==> config.mk <==
export PLATFORM = sky130hd
export DESIGN_NAME = decode_stage
export DESIGN_NICKNAME = d
export VERILOG_FILES = /design/src/rtl/decode_stage.sv
export SDC_FILE = /design/constraint.sdc
export NUM_CORES = 1
export LEC_CHECK = 0
export ABC_AREA = 1
export BUFFER_PORTS_ARGS = -buffer_cell sky130_fd_sc_hd__buf_2
export CAP_MARGIN = 25
export CELL_PAD_IN_SITES_DETAIL_PLACEMENT = 0
export CELL_PAD_IN_SITES_GLOBAL_PLACEMENT = 2
export CORE_AREA = 2 2 182 184
export CTS_CLUSTER_SIZE = 25
export DETAILED_ROUTE_END_ITERATION = 8
export DIE_AREA = 0 0 184 186
export GPL_ROUTABILITY_DRIVEN = 1
export GPL_TIMING_DRIVEN = 0
export MAX_ROUTING_LAYER = met4
export PLACE_DENSITY_LB_ADDON = 0.05
export SYNTH_ARGS = -nofsm -noshare
export SYNTH_HDL_FRONTEND = slang
export SYNTH_SLANG_ARGS = --single-unit
==> constraint.sdc <==
create_clock -name clk_i -period 2.44 [get_ports clk_i]
set_input_delay 0.244 -clock clk_i [delete_from_list [all_inputs] [get_ports clk_i]]
set_output_delay 0.244 -clock clk_i [all_outputs]
set_load 0.01 [all_outputs]
==> src/rtl/decode_stage.sv <==
// ---------------------------------------------------------------------------
// decode_stage
//   Registered RV32 decode stage between fetch and issue. Every raw
//   instruction is split into its fields, a sign-extended immediate, an
//   instruction type and its PC. Illegal encodings are flagged, depending on
//   the enabled extensions. Results are held in a 2-entry skid buffer
//   (SKID=1) or in a single register (SKID=0). Both sides use valid/ready
//   handshakes.
//
// Ports
//   clk_i          clock
//   rst_ni         asynchronous active-low reset
//   flush_i        synchronous flush; empties the buffer, drops same-cycle input
//   in_valid_i     raw instruction valid
//   in_ready_o     stage can accept an instruction this cycle
//   raw_instr_i    raw 32-bit instruction
//   pc_i           PC of raw_instr_i
//   out_valid_o    decoded entry valid
//   out_ready_i    consumer accepts the decoded entry
//   instr_o        {funct7, rs2, rs1, funct3, rd, opcode[6:0]}; unused fields 0
//   imm_o          sign-extended immediate
//   type_o         0=R 1=I 2=S 3=SB 4=U 5=UJ
//   pc_o           PC of the decoded entry
//   illegal_o      entry is an illegal encoding
//   illegal_cnt_o  saturating count of accepted illegal instructions
// ---------------------------------------------------------------------------
module decode_stage #(
    parameter int XLEN     = 32,
    parameter int EN_M     = 1,
    parameter int EN_ZICSR = 1,
    parameter int SKID     = 1,
    parameter int CNT_W    = 16
) (
    input  logic             clk_i,
    input  logic             rst_ni,
    input  logic             flush_i,
    input  logic             in_valid_i,
    output logic             in_ready_o,
    input  logic [31:0]      raw_instr_i,
    input  logic [XLEN-1:0]  pc_i,
    output logic             out_valid_o,
    input  logic             out_ready_i,
    output logic [31:0]      instr_o,
    output logic [XLEN-1:0]  imm_o,
    output logic [2:0]       type_o,
    output logic [XLEN-1:0]  pc_o,
    output logic             illegal_o,
    output logic [CNT_W-1:0] illegal_cnt_o
);

    localparam logic [2:0] TYPE_R  = 3'd0;
    localparam logic [2:0] TYPE_I  = 3'd1;
    localparam logic [2:0] TYPE_S  = 3'd2;
    localparam logic [2:0] TYPE_SB = 3'd3;
    localparam logic [2:0] TYPE_U  = 3'd4;
    localparam logic [2:0] TYPE_UJ = 3'd5;

    typedef enum logic [1:0] {S_EMPTY = 2'd0, S_ONE = 2'd1, S_FULL = 2'd2} state_t;

    typedef struct packed {
        logic [31:0]     instr;
        logic [XLEN-1:0] imm;
        logic [2:0]      typ;
        logic [XLEN-1:0] pc;
        logic            ill;
    } entry_t;

    function automatic logic [XLEN-1:0] sext32(input logic signed [31:0] v);
        return XLEN'(v);
    endfunction

    // ---------------- combinational decode of the incoming instruction ----
    logic [4:0]  w_op;
    logic [2:0]  w_f3;
    logic [6:0]  w_f7;
    logic [31:0] w_imm_i, w_imm_s, w_imm_b, w_imm_u, w_imm_j;
    logic [4:0]  w_rd, w_rs1, w_rs2;
    logic [2:0]  w_f3_o;
    logic [6:0]  w_f7_o;
    logic [31:0] w_imm32;
    logic [2:0]  w_type;
    logic        w_bad;
    entry_t      w_dec;

    assign w_op    = raw_instr_i[6:2];
    assign w_f3    = raw_instr_i[14:12];
    assign w_f7    = raw_instr_i[31:25];
    assign w_imm_i = {{20{raw_instr_i[31]}}, raw_instr_i[31:20]};
    assign w_imm_s = {{20{raw_instr_i[31]}}, raw_instr_i[31:25], raw_instr_i[11:7]};
    assign w_imm_b = {{19{raw_instr_i[31]}}, raw_instr_i[31], raw_instr_i[7],
                      raw_instr_i[30:25], raw_instr_i[11:8], 1'b0};
    assign w_imm_u = {raw_instr_i[31:12], 12'b0};
    assign w_imm_j = {{11{raw_instr_i[31]}}, raw_instr_i[31], raw_instr_i[19:12],
                      raw_instr_i[20], raw_instr_i[30:21], 1'b0};

    always_comb begin
        w_type  = TYPE_R;
        w_imm32 = '0;
        w_rd    = '0;
        w_rs1   = '0;
        w_rs2   = '0;
        w_f3_o  = '0;
        w_f7_o  = '0;
        w_bad   = 1'b0;
        case (w_op)
            5'b00000, 5'b00011, 5'b00100, 5'b11001, 5'b11100: begin
                w_type  = TYPE_I;
                w_imm32 = w_imm_i;
                w_rd    = raw_instr_i[11:7];
                w_rs1   = raw_instr_i[19:15];
                w_f3_o  = w_f3;
                case (w_op)
                    5'b00000: w_bad = (w_f3 == 3'b011) || (w_f3 == 3'b110) || (w_f3 == 3'b111);
                    // shift-immediates carry funct7 in imm[11:5]
                    5'b00100: w_bad = ((w_f3 == 3'b001) && (w_f7 != 7'b0000000)) ||
                                      ((w_f3 == 3'b101) && (w_f7 != 7'b0000000) &&
                                       (w_f7 != 7'b0100000));
                    5'b11001: w_bad = (w_f3 != 3'b000);
                    5'b11100: w_bad = (w_f3 != 3'b000) && (EN_ZICSR == 0);
                    default:  w_bad = 1'b0;
                endcase
            end
            5'b00101, 5'b01101: begin
                w_type  = TYPE_U;
                w_imm32 = w_imm_u;
                w_rd    = raw_instr_i[11:7];
            end
            5'b01000: begin
                w_type  = TYPE_S;
                w_imm32 = w_imm_s;
                w_rs1   = raw_instr_i[19:15];
                w_rs2   = raw_instr_i[24:20];
                w_f3_o  = w_f3;
                w_bad   = (w_f3 >= 3'b011);
            end
            5'b01100: begin
                w_type  = TYPE_R;
                w_rd    = raw_instr_i[11:7];
                w_rs1   = raw_instr_i[19:15];
                w_rs2   = raw_instr_i[24:20];
                w_f3_o  = w_f3;
                w_f7_o  = w_f7;
                w_bad   = !((w_f7 == 7'b0000000) ||
                            ((w_f7 == 7'b0100000) && ((w_f3 == 3'b000) || (w_f3 == 3'b101))) ||
                            ((w_f7 == 7'b0000001) && (EN_M != 0)));
            end
            5'b11000: begin
                w_type  = TYPE_SB;
                w_imm32 = w_imm_b;
                w_rs1   = raw_instr_i[19:15];
                w_rs2   = raw_instr_i[24:20];
                w_f3_o  = w_f3;
                w_bad   = (w_f3 == 3'b010) || (w_f3 == 3'b011);
            end
            5'b11011: begin
                w_type  = TYPE_UJ;
                w_imm32 = w_imm_j;
                w_rd    = raw_instr_i[11:7];
            end
            default: w_bad = 1'b1;
        endcase
        if (raw_instr_i[1:0] != 2'b11) w_bad = 1'b1;
        // illegal entries keep only opcode and PC, reported as R-type
        if (w_bad) begin
            w_type  = TYPE_R;
            w_imm32 = '0;
            w_rd    = '0;
            w_rs1   = '0;
            w_rs2   = '0;
            w_f3_o  = '0;
            w_f7_o  = '0;
        end
    end

    assign w_dec.instr = {w_f7_o, w_rs2, w_rs1, w_f3_o, w_rd, raw_instr_i[6:0]};
    assign w_dec.imm   = sext32(w_imm32);
    assign w_dec.typ   = w_type;
    assign w_dec.pc    = pc_i;
    assign w_dec.ill   = w_bad;

    // ---------------- buffer control FSM -----------------------------------
    state_t          r_state, w_state_nxt;
    logic            r_out_valid, r_in_ready;
    logic [CNT_W-1:0] r_cnt;
    entry_t          r_out, r_skid;
    logic            w_accept, w_drain;
    logic            w_load_out, w_load_skid, w_out_from_skid;
    logic            w_cnt_inc;

    // SKID=0 falls back to a single register with a combinational ready
    assign in_ready_o = (SKID != 0) ? r_in_ready : (!r_out_valid || out_ready_i);
    assign w_accept   = in_valid_i && in_ready_o;
    assign w_drain    = r_out_valid && out_ready_i;
    assign w_cnt_inc  = w_accept && !flush_i && w_bad && (r_cnt != '1);

    always_comb begin
        w_state_nxt     = r_state;
        w_load_out      = 1'b0;
        w_load_skid     = 1'b0;
        w_out_from_skid = 1'b0;
        if (flush_i) begin
            w_state_nxt = S_EMPTY;
        end else begin
            case (r_state)
                S_EMPTY: if (w_accept) begin
                    w_state_nxt = S_ONE;
                    w_load_out  = 1'b1;
                end
                S_ONE: begin
                    if (w_accept && w_drain) begin
                        w_load_out = 1'b1;
                    end else if (w_accept) begin
                        w_state_nxt = S_FULL;
                        w_load_skid = 1'b1;
                    end else if (w_drain) begin
                        w_state_nxt = S_EMPTY;
                    end
                end
                S_FULL: if (w_drain) begin
                    w_state_nxt     = S_ONE;
                    w_out_from_skid = 1'b1;
                end
                default: w_state_nxt = S_EMPTY;
            endcase
        end
    end

    always_ff @(posedge clk_i or negedge rst_ni) begin
        if (!rst_ni) begin
            r_state     <= S_EMPTY;
            r_out_valid <= 1'b0;
            r_in_ready  <= 1'b1;
            r_cnt       <= '0;
        end else begin
            r_state     <= w_state_nxt;
            r_out_valid <= (w_state_nxt != S_EMPTY);
            r_in_ready  <= (w_state_nxt != S_FULL);
            if (w_cnt_inc) r_cnt <= r_cnt + 1'b1;
        end
    end

    // ---------------- entry registers (head drives the outputs) ------------
    always_ff @(posedge clk_i or negedge rst_ni) begin
        if (!rst_ni) begin
            r_out  <= '0;
            r_skid <= '0;
        end else begin
            if (w_load_out)           r_out <= w_dec;
            else if (w_out_from_skid) r_out <= r_skid;
            if (w_load_skid)          r_skid <= w_dec;
        end
    end

    assign out_valid_o   = r_out_valid;
    assign instr_o       = r_out.instr;
    assign imm_o         = r_out.imm;
    assign type_o        = r_out.typ;
    assign pc_o          = r_out.pc;
    assign illegal_o     = r_out.ill;
    assign illegal_cnt_o = r_cnt;

endmodule

==> metrics, run 1 <==
final setup fails 0; TritonRoute pass-1 iters 7; I/O Pins 187; top post-synthesis cells by area dfrtp_1 52%, nand2_1 14%, nand3_1 6.0%; relative slew slack 0.570; Worst Max-Slew Pin Slew 0.642 ns; Buf+Inv Stages, Crit Path 5; Worst setup EP type flip-flop; Mapped Area 10500 sq um; DRT antenna net count 0; post-synthesis cell type count 30; Post CTS Setup Buffer Count 0; initial antenna violation count 0; syn nets 1347; CTS Sinks 220; CTS H-tree depth 1; unrepaired setup endpoints after global routing yes; fmax 443 MHz; run status finished, final reports clean; drt total wl 35.9 mm; fin area 13500 sq um; Buffers on Ports 184; vias in the first global route 9457; final hold vios 0; Longest Clk Path Bufs 3; All-Layer GR Usage 0.215; total power 10.9 mW; dpl hpwl 25.2 mm; Synth Area in Simple Gates 0.283; Min Clock Period, post-route 2.26 ns; area fraction in compound gates after synthesis 0.0929; Final period util 0.926; Peak supply drop 0.000486 V; maxcap violations 0; GPL Wtd Cong 0.842; xor and xnor fraction of the mapped netlist area 0.0108; yosys warns 0; multiplexer area fraction after synthesis 0; CP Cell Sequence inv_1 > nor2_1 > inv_1 > nor3_4 > buf_2 > buf_2 > buf_2 > nand2_1 > nand3_1; Layout area overhead 28.9%; most frequent cells in the layout 396 x nand2_1, 219 x dfrtp_1, 204 x buf_2; pin count of the biggest net entering global routing 109; pre-CTS setup slack -0.263 ns; critical path's top delay family buffers and inverters; wire per inst 18.2 um; layout cell share with drive strength beyond 1 0.191; vias per cell 4.91; Worst Path Arrival 2.73 ns; worst setup margin 0.182 ns; Die W 184 um; Syn Inst Count 1277; commonest non-fill, non-tap cell in the layout nand2_1; Clock transition at path regs 0.06 ns; critical path launch point type flip-flop; Worst Hold Class input pin to flip-flop; clock root cell clkbuf_16; clk_lat worst skew 0.54 ns; WP data required 2.91 ns; CP max stage delay 0.40 ns; fin nets 1613; core area 32200 sq um; Synth top area share 0.522; WS Path Type flip-flop to flip-flop; dominant cell type by area after synthesis dfrtp_1; DRT iter0 DRCs 541; Cell Pwr Density 807 nW/um^2; GRT overflow 0; CP Max Fanout 10; static leakage 7.19 nW; die area 34200 sq um; Worst Clk Skew 0.00990 ns; post-synthesis register bit count 220; die height 186 um; Initial Util 0.326; slowest CP cell buf_2; largest family of logic cells by synthesized area simple AND/OR/NAND/NOR gates; Cell Area, Placed 12000 sq um; final-report max-slew violation count 0; DRC violations left 0; Syn Area/Cell 8.23 sq um; CTS tree built; ANT cells 0; vias 9690; Rows 66; Post-Synth Adder-Cell Area 0.00119; CTS Buf Count 28; first-pass GRT wire length 55.3 mm; most used cell, CP buf_2; sequential fraction of the synthesis area 0.524
-- logic make-up (layout without fill, tap and decap cells) --
| group | after synthesis | after routing |
|---|---|---|
| xor gates and xnor gates | 13 | 13 |
| adders and majority gates | 1 | 1 |
| AOI/OAI and AO/OA | 158 | 158 |
| and+or+nand+nor | 667 | 667 |
| DFF | 220 | 220 |
| buffers and inverters | 218 | 506 |
-- stage by stage --
stage                util  setup TNS [ns]  cells  hold WS [ns]
floorplan               -               0   1277       -0.0516
global placement    0.371         -729.69   1869         0.463
detailed placement  0.373          -20.18   1871         0.170
CTS                 0.419               0   1973      0.000432
global route        0.420          -0.276   1973       0.00941
finish              0.420               0   1973        0.0278
-- metal layers --
metal | GRT usage | share of wire | vias to the layer above | wire [um]
met5 | - | 0 | - | 0
met4 | 0.0426 | 0.015 | 0 | 541
met3 | 0.0288 | 0.043 | 43 | 1540
met2 | 0.347 | 0.47 | 221 | 16900
met1 | 0.291 | 0.47 | 4694 | 16900
li1 | - | - | 4732 | -
-- worst paths after layout --
path | startpoint | to | slack [ns] | cells after the start
max reg2reg | r_state[1]$_DFF_PN0_ | imm_o[16]$_DFFE_PN0P_ | 0.18 | 9
min | raw_instr_i[13] | r_skid[81]$_DFFE_PN0P_ | 0.03 | 3
min reg2reg | r_skid[54]$_DFFE_PN0P_ | r_skid[54]$_DFFE_PN0P_ | 0.48 | 2
min in group asynchronous | rst_ni | pc_o[23]$_DFFE_PN0P_ | 0.19 | 2
max in group asynchronous | rst_ni | r_skid[51]$_DFFE_PN0P_ | 0.96 | 4
max | r_state[1]$_DFF_PN0_ | imm_o[16]$_DFFE_PN0P_ | 0.18 | 9
-- Yosys cell counts, drive strengths merged --
master,count
dfstp,1
ha,1
inv,135
nor2,44
o21ai,95
nand4,79
nor3,6
a21oi,4
a22o,27
nand3,131
xor2,7
nand2,399
nand3b,7
clkbuf,42
xnor2,6
buf,41
or2,1
dfrtp,219
o211ai,32
-- sequential cells by signal (all words and copies together), names as in the netlist --
| signal | flops |
|---|---|
| r_skid | 100 |
| imm_o | 32 |
| instr_o | 32 |
| pc_o | 32 |
| illegal_cnt_o | 16 |
| type_o | 3 |
| r_state | 2 |
| illegal_o | 1 |
| in_ready_o | 1 |
| out_valid_o | 1 |
-- worst reg2reg max path, stage by stage, from the launching register on --
cell and delay, ns:
dfrtp_1 0.36, inv_1 0.07, nor2_1 0.11, inv_1 0.08, nor3_4 0.35, buf_2 0.41
buf_2 0.34, buf_2 0.31, nand2_1 0.08, nand3_1 0.10
-- where the power goes --
part           switching [mW]  internal, mW
Sequential              0.300          4.28
Clock                    1.70          2.69
Combinational            1.23         0.731
-- repair_timing --
| action | in CTS | in global routing |
|---|---|---|
| endpoints found under the setup margin | 167 | 106 |
| hold buffers | 50 | 0 |
| resized for setup | 7 | 12 |
| endpoints found under the hold margin | 150 | 0 |
| cloned | 0 | 0 |
-- cell type report --
| cell class | count | area (sq um) |
|---|---|---|
| Buffer | 83 | 437 |
| Clock buffer | 35 | 778 |
| Clock inverter | 17 | 204 |
| Fill cell | 3364 | 18700 |
| Inverter | 135 | 507 |
| Multi-Input combinational cell | 839 | 4110 |
| Sequential cell | 220 | 5510 |
| Tap cell | 408 | 510 |
| Timing Repair Buffer | 236 | 1490 |
Note: power is estimated with default switching activity, not from simulation.
==> inputs of run 2 (changes only) <==
--- a/config.mk
+++ b/config.mk
@@ -11,6 +11,7 @@
 export CELL_PAD_IN_SITES_DETAIL_PLACEMENT = 0
 export CELL_PAD_IN_SITES_GLOBAL_PLACEMENT = 2
 export CORE_AREA = 2 2 182 184
+export CTS_CLUSTER_DIAMETER = 150
 export CTS_CLUSTER_SIZE = 25
 export DETAILED_ROUTE_END_ITERATION = 8
 export DIE_AREA = 0 0 184 186
@@ -18,6 +19,7 @@
 export GPL_TIMING_DRIVEN = 0
 export MAX_ROUTING_LAYER = met4
 export PLACE_DENSITY_LB_ADDON = 0.05
+export SETUP_SLACK_MARGIN = 0.4
 export SYNTH_ARGS = -nofsm -noshare
 export SYNTH_HDL_FRONTEND = slang
 export SYNTH_SLANG_ARGS = --single-unit
==> run 2 against run 1 <==
First-iteration DRC count fell by 6.8%. Global-route usage down 0.37 points. Non-clock buffer count fell by 8. Combinational power is essentially flat. Register-to-register slack better by 0.37 ns. Die area stayed put. Critical path depth down 1. Critical endpoint is now illegal_cnt_o[6]$_DFFE_PN0P_. Clock skew rose by 0.0046 ns. Highest routed layer unchanged. Hold slack worse by 0.015 ns. Critical path type unchanged. Clock power decreased by 49%.
==> metrics, run 2 (synthesis gave the netlist of run 1 again) <==
Final period util 0.774 (-0.151); WP data required 2.87 ns (-0.04 ns); Initial Util 0.326 (unchanged); DRC violations left 0 (unchanged); hold path depth 3 (unchanged); capturing point of the worst reg2reg path illegal_cnt_o[6]$_DFFE_PN0P_; CTS Buf Count 12 (-57%); # placed instances 1871 (unchanged); layout cell share with drive strength beyond 1 0.194 (+0.00330); run status finished, final reports clean; core area 32200 sq um (unchanged); Worst Clk Skew 0.0145 ns (+0.00458 ns); first-pass GRT wire length 54.4 mm (-1.7%); static leakage 6.92 nW (-3.8%); critical path launch point type flip-flop; vias 9517 (-1.8%); unrepaired setup endpoints after global routing no; wire per inst 18.3 um (+0.64%); Worst Max-Slew Pin Slew 0.651 ns (+0.00944 ns); Top reg by flops r_skid; final-report max-slew violation count 0 (unchanged); CTS Sinks 220 (unchanged); Seq. cell area 5510 sq um (unchanged); pin count of the biggest net entering global routing 109 (unchanged); dpl hpwl 25.2 mm (unchanged); maxcap violations 0 (unchanged); Fillers 3419 (+1.6%); DRT iter0 DRCs 504 (-6.8%); Longest Clk Path Bufs 3 (unchanged); internal power 5.99 mW (-22%); initial antenna violation count 1 (+1); fin nets 1589 (-1.5%); Combinational Power Share 0.224 (+0.045); relative slew slack 0.564 (-0.00632); Hold Crit Start raw_instr_i[0]; vias per cell 4.93 (+0.30%); commonest non-fill, non-tap cell in the layout nand2_1; DRT antenna net count 0 (unchanged); max reg flops 100 (unchanged); non-filler cells, final 1932 (-2.1%); worst reg-to-reg path cell count 8 (-1); CTS tree built; most frequent cells in the layout 396 x nand2_1, 219 x dfrtp_1, 196 x buf_2; Switch Pwr 2.77 mW (-14%); clk_lat worst skew 0.49 ns (-0.05 ns); Worst setup EP type flip-flop; power share of the clock group 0.255 (-0.147); vias in the first global route 9298 (-1.7%); Crit Reg-Reg Startpoint illegal_cnt_o[0]$_DFFE_PN0P_; fmax 529 MHz (+20%); All-Layer GR Usage 0.211 (-0.00368); Setup TNS 0 ns (unchanged); GRT overflow 0 (unchanged); Endpoint, Worst Hold instr_o[0]$_DFFE_PN0P_; Buffers on Ports 184 (unchanged); Min Clock Period, post-route 1.89 ns (-0.370 ns); Rows 66 (unchanged); Clock transition at path regs 0.11 ns (+0.05 ns); WS Path Type flip-flop to flip-flop; clock root cell clkbuf_16; switch share 0.316 (+0.0208); multi-input logic area 4120 sq um (+0.18%); CP Max Fanout 10 (unchanged); Die W 184 um (unchanged); Worst Hold Class input pin to flip-flop; Cell Pwr Density 679 nW/um^2 (-16%); sequential share of power 0.521 (+0.102); Peak supply drop 0.000346 V (-29%); final setup fails 0 (unchanged); Worst Path Arrival 2.32 ns (-0.41 ns); TritonRoute pass-1 iters 5 (-2); GPL Wtd Cong 0.842 (unchanged); Layout area overhead 22.8%; final hold vios 0 (unchanged); CTS H-tree depth 1 (unchanged); R2R setup slack 0.55 ns (+0.37 ns); drt total wl 35.4 mm (-1.5%); die area 34200 sq um (unchanged); I/O Pins 187 (unchanged); die height 186 um (unchanged)
## run 2: changes by cell type in the layout (fill, tap and decap cells not counted), moves of 2 or more
cell           delta
dlygate4sd3_1    -16
buf_6             +2
buf_4            +19
buf_2             -8
bufinv_16         -4
clkbuf_2         +15
clkinv_2          -8
clkbuf_8          -3
clkbuf_16        -16
clkbuf_1         -15
buf_1             -6
## run 2: area by class of cell
cell class	count	share of cell area
clock inverter	1	0.000582
sequential	220	0.427
antenna	1	0.000194
tap	408	0.0396
timing repair buffer	228	0.108
multi-input combinational	839	0.319
buffer	83	0.0395
inverter	135	0.0395
clock buffer	17	0.0264
## run 2: power groups by stage
stage,clock network [mW],logic (mW),registers [mW]
final,2.24,1.96,4.57
after global routing,2.46,2.23,4.63
after CTS,2.35,1.98,4.57
after floorplan,0,0.996,4.71
after global placement,0,1.88,4.63
after detailed placement,0,1.90,4.64
## run 2: routing by layer
layer | vias up | GRT usage | part of all wire
met5 | - | - | 0
met1 | 4634 | 0.289 | 0.48
li1 | 4660 | - | -
met2 | 199 | 0.348 | 0.47
met4 | 0 | 0.0339 | 0.014
met3 | 24 | 0.0203 | 0.036
## run 2: worst max-delay path, cell delays in order, from the launching register on
cell	delay, ns
dfrtp_1	0.43
ha_1	0.25
nand3_1	0.21
nor2_4	0.19
nand4_1	0.22
nand3_2	0.20
buf_4	0.21
nand2_1	0.07
nand2_1	0.06
## run 2: per-stage QoR
| step | worst slack [ns] | instance area [sq um] | power (mW) | util | hold WS, ns |
|---|---|---|---|---|---|
| floorplan | 0.596 | 10500 | 5.70 | - | -0.0516 |
| global placement | -3.26 | 11900 | 6.50 | 0.371 | 0.463 |
| detailed placement | -0.263 | 12000 | 6.55 | 0.373 | 0.170 |
| CTS | 0.402 | 12800 | 8.89 | 0.398 | 0.00584 |
| global route | 0.393 | 12900 | 9.32 | 0.401 | 0.0133 |
| finish | 0.551 | 12900 | 8.77 | 0.401 | 0.0124 |
## run 2: how the worst max path moves through the flow
stage | start | endpoint | slack [ns] | depth (start not counted)
4_1_cts | r_state[1]$_DFF_PN0_ | pc_o[28]$_DFFE_PN0P_ | 0.40 | 11
5_1_grt | illegal_cnt_o[0]$_DFFE_PN0P_ | illegal_cnt_o[4]$_DFFE_PN0P_ | 0.39 | 8
3_5_place_dp | out_valid_o$_DFF_PN0_ | imm_o[3]$_DFFE_PN0P_ | -0.26 | 8
6_report | illegal_cnt_o[0]$_DFFE_PN0P_ | illegal_cnt_o[6]$_DFFE_PN0P_ | 0.55 | 8
3_3_place_gp | rst_ni | r_skid[54]$_DFFE_PN0P_ | -3.26 | 1
2_1_floorplan | in_ready_o$_DFF_PN1_ | imm_o[10]$_DFFE_PN0P_ | 0.60 | 8
## run 2: repair_timing
item / in CTS / in global routing
endpoints found under the hold margin: 109 / 0
setup endpoints to repair: 210 / 184
gates cloned: 0 / 0
pin swaps: 4 / 2
resized for setup: 30 / 50
setup buffers: 5 / 3
hold buffers: 34 / 0
